===== src/rtl/ctrl_pkg.sv =====
// Shared opcode, control-word layout and bubble constants for the control pipeline.
package ctrl_pkg;

  localparam int CW_W = 32;

  localparam logic [6:0] OP_R      = 7'b0110011;
  localparam logic [6:0] OP_I      = 7'b0010011;
  localparam logic [6:0] OP_LOAD   = 7'b0000011;
  localparam logic [6:0] OP_STORE  = 7'b0100011;
  localparam logic [6:0] OP_BRANCH = 7'b1100011;
  localparam logic [6:0] OP_JALR   = 7'b1100111;
  localparam logic [6:0] OP_LUI    = 7'b0110111;
  localparam logic [6:0] OP_AUIPC  = 7'b0010111;
  localparam logic [6:0] OP_JAL    = 7'b1101111;

  localparam int CW_OPC_LSB    = 0;
  localparam int CW_F3_LSB     = 7;
  localparam int CW_F7_LSB     = 10;
  localparam int CW_ALU_IMM    = 17;
  localparam int CW_MEM_WRITE  = 18;
  localparam int CW_MEM_ACCESS = 19;
  localparam int CW_REG_WRITE  = 20;
  localparam int CW_VALID      = 21;
  localparam int CW_RD_LSB     = 22;

  localparam logic [CW_W-1:0] CW_BUBBLE = '0;

endpackage


===== src/rtl/ctrl_decode.sv =====
// Combinational decode of opcode/funct/rd into a control word plus
// illegal and source-register-usage flags.
module ctrl_decode
  import ctrl_pkg::*;
(
  input  logic [6:0]      opcode,
  input  logic [2:0]      funct3,
  input  logic [6:0]      funct7,
  input  logic [4:0]      rd,
  output logic [CW_W-1:0] cw,
  output logic            illegal,
  output logic            rs1_used,
  output logic            rs2_used
);

  logic [3:0] flags;
  logic       known;

  // flags are {reg_write, mem_access, mem_write, alu_imm}
  always_comb begin
    flags    = 4'b0000;
    known    = 1'b1;
    rs1_used = 1'b0;
    rs2_used = 1'b0;
    case (opcode)
      OP_R:                    begin flags = 4'b1000; rs1_used = 1'b1; rs2_used = 1'b1; end
      OP_I, OP_JALR:           begin flags = 4'b1001; rs1_used = 1'b1; end
      OP_LOAD:                 begin flags = 4'b1101; rs1_used = 1'b1; end
      OP_STORE:                begin flags = 4'b0111; rs1_used = 1'b1; rs2_used = 1'b1; end
      OP_BRANCH:               begin flags = 4'b0000; rs1_used = 1'b1; rs2_used = 1'b1; end
      OP_LUI, OP_AUIPC, OP_JAL: flags = 4'b1001;
      default:                 known = 1'b0;
    endcase

    cw = CW_BUBBLE;
    if (known) begin
      cw[CW_OPC_LSB +: 7]  = opcode;
      cw[CW_F3_LSB +: 3]   = funct3;
      cw[CW_F7_LSB +: 7]   = funct7;
      cw[CW_REG_WRITE]     = flags[3];
      cw[CW_MEM_ACCESS]    = flags[2];
      cw[CW_MEM_WRITE]     = flags[1];
      cw[CW_ALU_IMM]       = flags[0];
      cw[CW_VALID]         = 1'b1;
      cw[CW_RD_LSB +: 5]   = flags[3] ? rd : 5'd0;
    end
    illegal = !known;
  end

endmodule


===== src/rtl/ctrl_pipe.sv =====
// Control-word pipeline: handshake, stall, branch flush and illegal-op pulse.
// Define CTRL_PIPE_HAZARD_EN to compile in load-use hazard detection.
module ctrl_pipe
  import ctrl_pkg::*;
#(
  parameter int DEPTH       = 4,
  parameter int FLUSH_DEPTH = 1
) (
  input  logic                  clock,
  input  logic                  reset,
  input  logic                  in_valid,
  output logic                  in_ready,
  input  logic [6:0]            opcode,
  input  logic [2:0]            funct3,
  input  logic [6:0]            funct7,
  input  logic [4:0]            rs1,
  input  logic [4:0]            rs2,
  input  logic [4:0]            rd,
  input  logic                  stall_in,
  input  logic                  flush,
  output logic [CW_W*DEPTH-1:0] cw_stage,
  output logic                  illegal_op,
  output logic                  hazard_stall
);

  logic [CW_W-1:0] stage_q [DEPTH];
  logic [CW_W-1:0] dec_cw;
  logic            dec_illegal;
  logic            rs1_used;
  logic            rs2_used;

  ctrl_decode u_decode (
    .opcode   (opcode),
    .funct3   (funct3),
    .funct7   (funct7),
    .rd       (rd),
    .cw       (dec_cw),
    .illegal  (dec_illegal),
    .rs1_used (rs1_used),
    .rs2_used (rs2_used)
  );

`ifdef CTRL_PIPE_HAZARD_EN
  logic [4:0] load_rd;
  assign load_rd = stage_q[0][CW_RD_LSB +: 5];

  // A load sitting in stage 0 whose result a decoding instruction needs
  assign hazard_stall = stage_q[0][CW_VALID] && stage_q[0][CW_REG_WRITE] &&
                        stage_q[0][CW_MEM_ACCESS] && (load_rd != 5'd0) &&
                        ((rs1_used && (rs1 == load_rd)) || (rs2_used && (rs2 == load_rd)));
`else
  logic unused_hazard_inputs;
  assign unused_hazard_inputs = ^{rs1, rs2, rs1_used, rs2_used};
  assign hazard_stall = 1'b0;
`endif

  assign in_ready = !stall_in && !hazard_stall;

  always_ff @(posedge clock or negedge reset) begin
    if (!reset) begin
      for (int k = 0; k < DEPTH; k++) stage_q[k] <= CW_BUBBLE;
      illegal_op <= 1'b0;
    end else begin
      illegal_op <= in_valid && in_ready && dec_illegal && !flush;
      // Flush wins over both stall sources in the young stages
      for (int k = DEPTH - 1; k >= 1; k--) begin
        if (flush && (k < FLUSH_DEPTH)) stage_q[k] <= CW_BUBBLE;
        else if (!stall_in)             stage_q[k] <= stage_q[k-1];
      end
      if (flush)          stage_q[0] <= CW_BUBBLE;
      else if (!stall_in) stage_q[0] <= (in_valid && !hazard_stall) ? dec_cw : CW_BUBBLE;
    end
  end

  for (genvar g = 0; g < DEPTH; g++) begin : g_pack
    assign cw_stage[CW_W*g +: CW_W] = stage_q[g];
  end

endmodule


===== config.mk =====
export PLATFORM = sky130hd
export DESIGN_NAME = ctrl_pipe
export DESIGN_NICKNAME = d
export VERILOG_FILES = /design/src/rtl/ctrl_pkg.sv /design/src/rtl/ctrl_decode.sv /design/src/rtl/ctrl_pipe.sv
export SDC_FILE = /design/constraint.sdc
export NUM_CORES = 1
export LEC_CHECK = 0
export CORE_MARGIN = 3
export CORE_UTILIZATION = 45
export CTS_BUF_LIST = sky130_fd_sc_hd__clkbuf_2 sky130_fd_sc_hd__clkbuf_4 sky130_fd_sc_hd__clkbuf_8
export DETAILED_ROUTE_END_ITERATION = 6
export GPL_TIMING_DRIVEN = 0
export PLACE_DENSITY = 0.94
export SLEW_MARGIN = 20
export SYNTH_ARGS = -nofsm -noshare
export SYNTH_HDL_FRONTEND = slang
export SYNTH_SLANG_ARGS = --single-unit

===== constraint.sdc =====
create_clock -name clock -period 0.9 [get_ports clock]
set_input_delay 0.18 -clock clock [delete_from_list [all_inputs] [get_ports clock]]
set_output_delay 0.18 -clock clock [all_outputs]
set_load 0.05 [all_outputs]

Yosys cells after proc, flatten, opt, wreduce, memory -nomap -nowiden --
Cells that the tools add are included.
Storage, ports and cells: logic and storage cells 30, input port bits 37, output and inout port bits 131, bits in registers 129
Operators by class: eq/ne operators 10, multiplexer cells 7, reduce and logical (&&, ||, !) cells 8
Operators with widths (count):
- 32-bit 2-to-1 mux | 2
- 27-bit 2-to-1 mux | 2
- 7-bit by 6-bit == test with 1-bit output, second input constant | 3
- 7-bit == test, second input constant | 3
- 4-bit case mux with 4 select lines | 1
- 7-bit by 5-bit == test with 1-bit output, second input constant | 2
- 9-bit OR reduction | 1
- 7-bit by 2-bit == test with 1-bit output, second input constant | 1
- 5-bit 2-to-1 mux | 1
- 5-bit OR reduction | 1
- 1-bit logical AND | 3
- 1-bit logical NOT | 3
- 2-bit by 1-bit != test with 1-bit output, second input constant | 1
- 1-bit 2-to-1 mux | 1

Depth between registers and ports, before layout --
word-level depth 8, gate-level depth with buffers 5, gate-level depth less buffers 3

Hierarchy --
A second synthesis with hierarchy kept.
Second synthesis, totals: cells, all modules 363, area, all modules 5424.0 um^2
Modules (own cells, without submodules):
- ctrl_pipe | instances 1, area each 4868.4 um^2, cells each 286, sequential area each 3228.1 um^2
- ctrl_decode | instances 1, area each 555.5 um^2, cells each 77, sequential area each 0.0 um^2

Worst setup path after synthesis --
No wires, ideal clock.
path kind input port to flip-flop, start point in stall_in, end point reg stage_q (netlist bit cw_stage[25]), arrival time 1.049 ns, cell stages on the path 4, data required time 0.804 ns, path buffers 1, setup time 0.096 ns, setup slack -0.244 ns, cell sequence nor3b_1 nand3_2 buf_2 o31ai_1
On the way: cells in the longest elaborated chain, start to end 1
RTL lines:
- from (decl) | RTL line ctrl_pipe.sv:19 | input logic stall_in,
- 2-bit by 1-bit != test with 1-bit output (no source line)
- to (signal, indexed assignment) | RTL line ctrl_pipe.sv:68 | else if (!stall_in) stage_q[k] <= stage_q[k-1];
- to (decl) | RTL line ctrl_pipe.sv:26 | logic [CW_W-1:0] stage_q [DEPTH];
Every way passes these cells. A chain may end at the register's enable or synchronous reset.

Worst setup path in the final report --
start point reg stage_q (netlist bit cw_stage[17]), end point out cw_stage[17]
RTL lines:
- to (decl) | RTL line ctrl_pipe.sv:21 | output logic [CW_W*DEPTH-1:0] cw_stage,
No word-level cell between the ends.

==> impl_metrics.py <==
metrics = {
    "worst_setup_path": {
        "crit_chain": "buf_6",
        "crit_required_ns": 0.72,
        "arrival_ns": 1.02,
        "crit_path_start_kind": "flop",
        "crit_type": "reg -> out",
        "cp-end-kind": "output pin",
        "path_buf_inv": 1,
        "cpPeakStageDelay_ns": 0.45,
        "crit_family": "flip-flops",
        "crit_fanout": 2,
        "crit_slowest_cell": "dfrtp_1",
    },
    "min_path": {
        "hp-class": "in -> async",
    },
    "placement": {
        "place_area_mm2": 0.006276,
        "dp.final_hpwl_um": 8502,
        "gp_congestion": 0.7914,
        "portBuffers": 136,
        "post-place-cells": 607,
    },
    "synthesis": {
        "yosys_register_bits": 109,
        "async_flop_share_pct": 100.0,
        "postSynthCellCount": 321,
        "ys_warn_count": 0,
        "ys_seq_area_share_pct": 62.11,
        "synthDistinctLibCells": 27,
        "synth_top_area_share_pct": 62.11,
        "synthTopCellsByCount": "109 x dfrtp_1, 81 x mux2_2, 30 x nand2_1, 21 x buf_4",
        "synth_area_leader_cell": "dfrtp_1",
        "synth.avg_cell_area_um2": 13.68,
        "synth-edff-count": 0,
        "yosys_most_used_dff": "dfrtp_1",
        "synthesis.area_mm2": 0.004392,
        "synthTopCellsByArea": "dfrtp_1 62%, mux2_2 21%, buf_4 3.6%, o31ai_1 3.4%, nand2_1 2.6%",
        "yosysMostFrequentCell": "dfrtp_1",
    },
    "timing": {
        "setup_ws_ns": -0.2962,
        "rsz0062_at_grt": "yes",
        "fin_hold_ws_ns": -0.2937,
        "fin_crit_sh_pct": 132.9,
        "fin_crit_ns": 1.196,
        "tns_ns": -32.12,
        "finalHoldViolCount": 40,
        "max_slew_margin_pct": 62.68,
        "final-setup-viol-count": 208,
        "max_freq_mhz": 836.0,
        "tightest_slew_ns": 0.5597,
        "report.final.slew_viol_count": 0,
        "skew_ns": 0.01043,
    },
    "global_route": {
        "grt_util_met2_pct": 50.00,
        "grt_pass1_wl_um": 24530,
        "use_met1_pct": 36.66,
        "grt_max_degree": 70,
        "antenna_found_initial": 0,
        "gr-usage-met3_pct": 4.138,
        "grt_pass1_vias": 4071,
        "overflow": 0,
        "grt_usage_pct": 29.05,
        "grt-busiest-layer": "met2",
    },
    "routing": {
        "vias_per_cell": 5.486,
        "drc": 0,
        "vias": 4010,
        "drt_iter0_markers": 245,
        "totalWireLength_um": 19440,
        "ant_nets": 0,
        "firstDrtPassIters": 5,
        "wl_per_cell_um": 26.59,
    },
    "clock_tree": {
        "cts_buffers": 9,
        "clock_path_buffers": 2,
        "cts_sinks": 109,
        "cts_tree": "yes",
        "cts_htree_levels": 3,
        "clk_pin_slew_ns": 0.11,
        "clk_latency_ns": 0.38,
        "cts_root_buffer": "clkbuf_8",
    },
    "floorplan": {
        "die_area_mm2": 0.01098,
        "dieWidth_um": 104.8,
        "io_pins": 168,
        "rows": 35,
        "start_util_pct": 46.86,
        "die_h_um": 104.8,
        "core_area_mm2": 0.009371,
    },
    "finish": {
        "syn_to_final_growth_pct": 93.73,
        "num_antenna_cells": 0,
        "nNetsFinal": 634,
        "drive_above_1_share_pct": 86.88,
        "fin_area_mm2": 0.008508,
        "fin_cells": 731,
    },
    "power": {
        "p_leak_nw": 4.261,
        "ir_drop_mv": 0.9885,
        "p_per_area_mw_per_mm2": 1163,
    },
    "status": {
        "violations": "hold timing, setup timing",
        "status": "complete, but fails checks",
    },
    "job": {
        "maxCapViolations": 0,
    },
}
## cell type report
type                            count  area [um2]
Clock buffer                       11       151.4
Fill cell                         336       863.3
Clock inverter                      5       63.81
Multi-Input combinational cell    175        2073
Timing Repair Buffer              246        2743
Buffer                             36       375.4
Tap cell                          129       161.4
Sequential cell                   109        2861
Inverter                           20       78.83
## state kept, by name (all words and copies together) (netlist names)
| name | cells |
|---|---|
| illegal_op | 1 |
| cw_stage | 108 |
## power breakdown
| group | internal, mW | switching, mW | leakage [nW] |
|---|---|---|---|
| Combinational | 0.641 | 0.961 | 2.81 |
| Sequential | 4.94 | 0.0459 | 1.34 |
| Clock | 1.47 | 1.84 | 0.107 |
| Total | 7.06 | 2.84 | 4.26 |
## cell usage in the layout (no fill, tap or decap), drive strengths merged, types with 2 or more instances in the layout
cell,count
buf,259
dfrtp,109
mux2,81
nand2,30
inv,22
conb,21
o31ai,20
clkbuf,17
clkdlybuf4s50,15
o21ai,5
clkinvlp,2
o41ai,2
clkdlybuf4s15,2
nor3b,2
nor2b,2
## cells by family (layout without fill, tap and decap cells)
group / count (synthesis) / in the layout / synth area share (%)
DFF: 109 / 109 / 62.11
and+or+nand+nor: 39 / 39 / 4.131
AOI/OAI and AO/OA: 34 / 34 / 5.784
muxes: 81 / 81 / 20.77
buffers and inverters: 57 / 318 / 7.123
other: 1 / 21 / 0.08539
## stage by stage
step	power [mW]	utilization (%)	setup slack (ns)
2_1_floorplan	5.780	-	-0.1696
3_3_place_gp	6.158	66.66	-4.556
3_5_place_dp	6.199	66.97	-1.218
4_1_cts	9.419	82.32	-0.2526
5_1_grt	10.15	90.79	-0.3118
6_report	9.897	90.79	-0.2962
## worst reg2reg max path: cells and delay by family, from the launching register on
kind     cells  cell delay [ns]
buf+inv      2             0.23
flops        1             0.44
mux          1             0.28
## path summary, 6_finish.rpt
| kind | from | end | slack (ns) | cells after the start |
|---|---|---|---|---|
| min in group clock | opcode[3] | cw_stage[3]$_DFFE_PN0P_ | 0.09 | 3 |
| max reg2reg | cw_stage[25]$_DFFE_PN0P_ | cw_stage[57]$_DFFE_PN0N_ | -0.16 | 3 |
| max | cw_stage[17]$_DFFE_PN0P_ | cw_stage[17] | -0.30 | 1 |
| max in group asynchronous | reset | cw_stage[101]$_DFFE_PN0N_ | 0.50 | 2 |
| min reg2reg | cw_stage[98]$_DFFE_PN0N_ | cw_stage[98]$_DFFE_PN0N_ | 0.54 | 1 |
| min | reset | cw_stage[54]$_DFFE_PN0N_ | -0.29 | 1 |
## layer usage
| layer | routed length (um) | up-vias |
|---|---|---|
| met2 | 10110 | 252 |
| met3 | 1330 | 45 |
| met4 | 591 | 0 |
| li1 | - | 1614 |
| met5 | 0 | - |
| met1 | 7401 | 2099 |
## timing repair
action / CTS / global route
cloned: 3 / 1
endpoints found under the hold margin: 40 / 40
endpoints found under the setup margin: 219 / 211
buffers inserted: 79 / 81
gates resized for setup: 927 / 193
pin swaps: 8 / 16
Note: power is estimated with default switching activity, not from simulation.
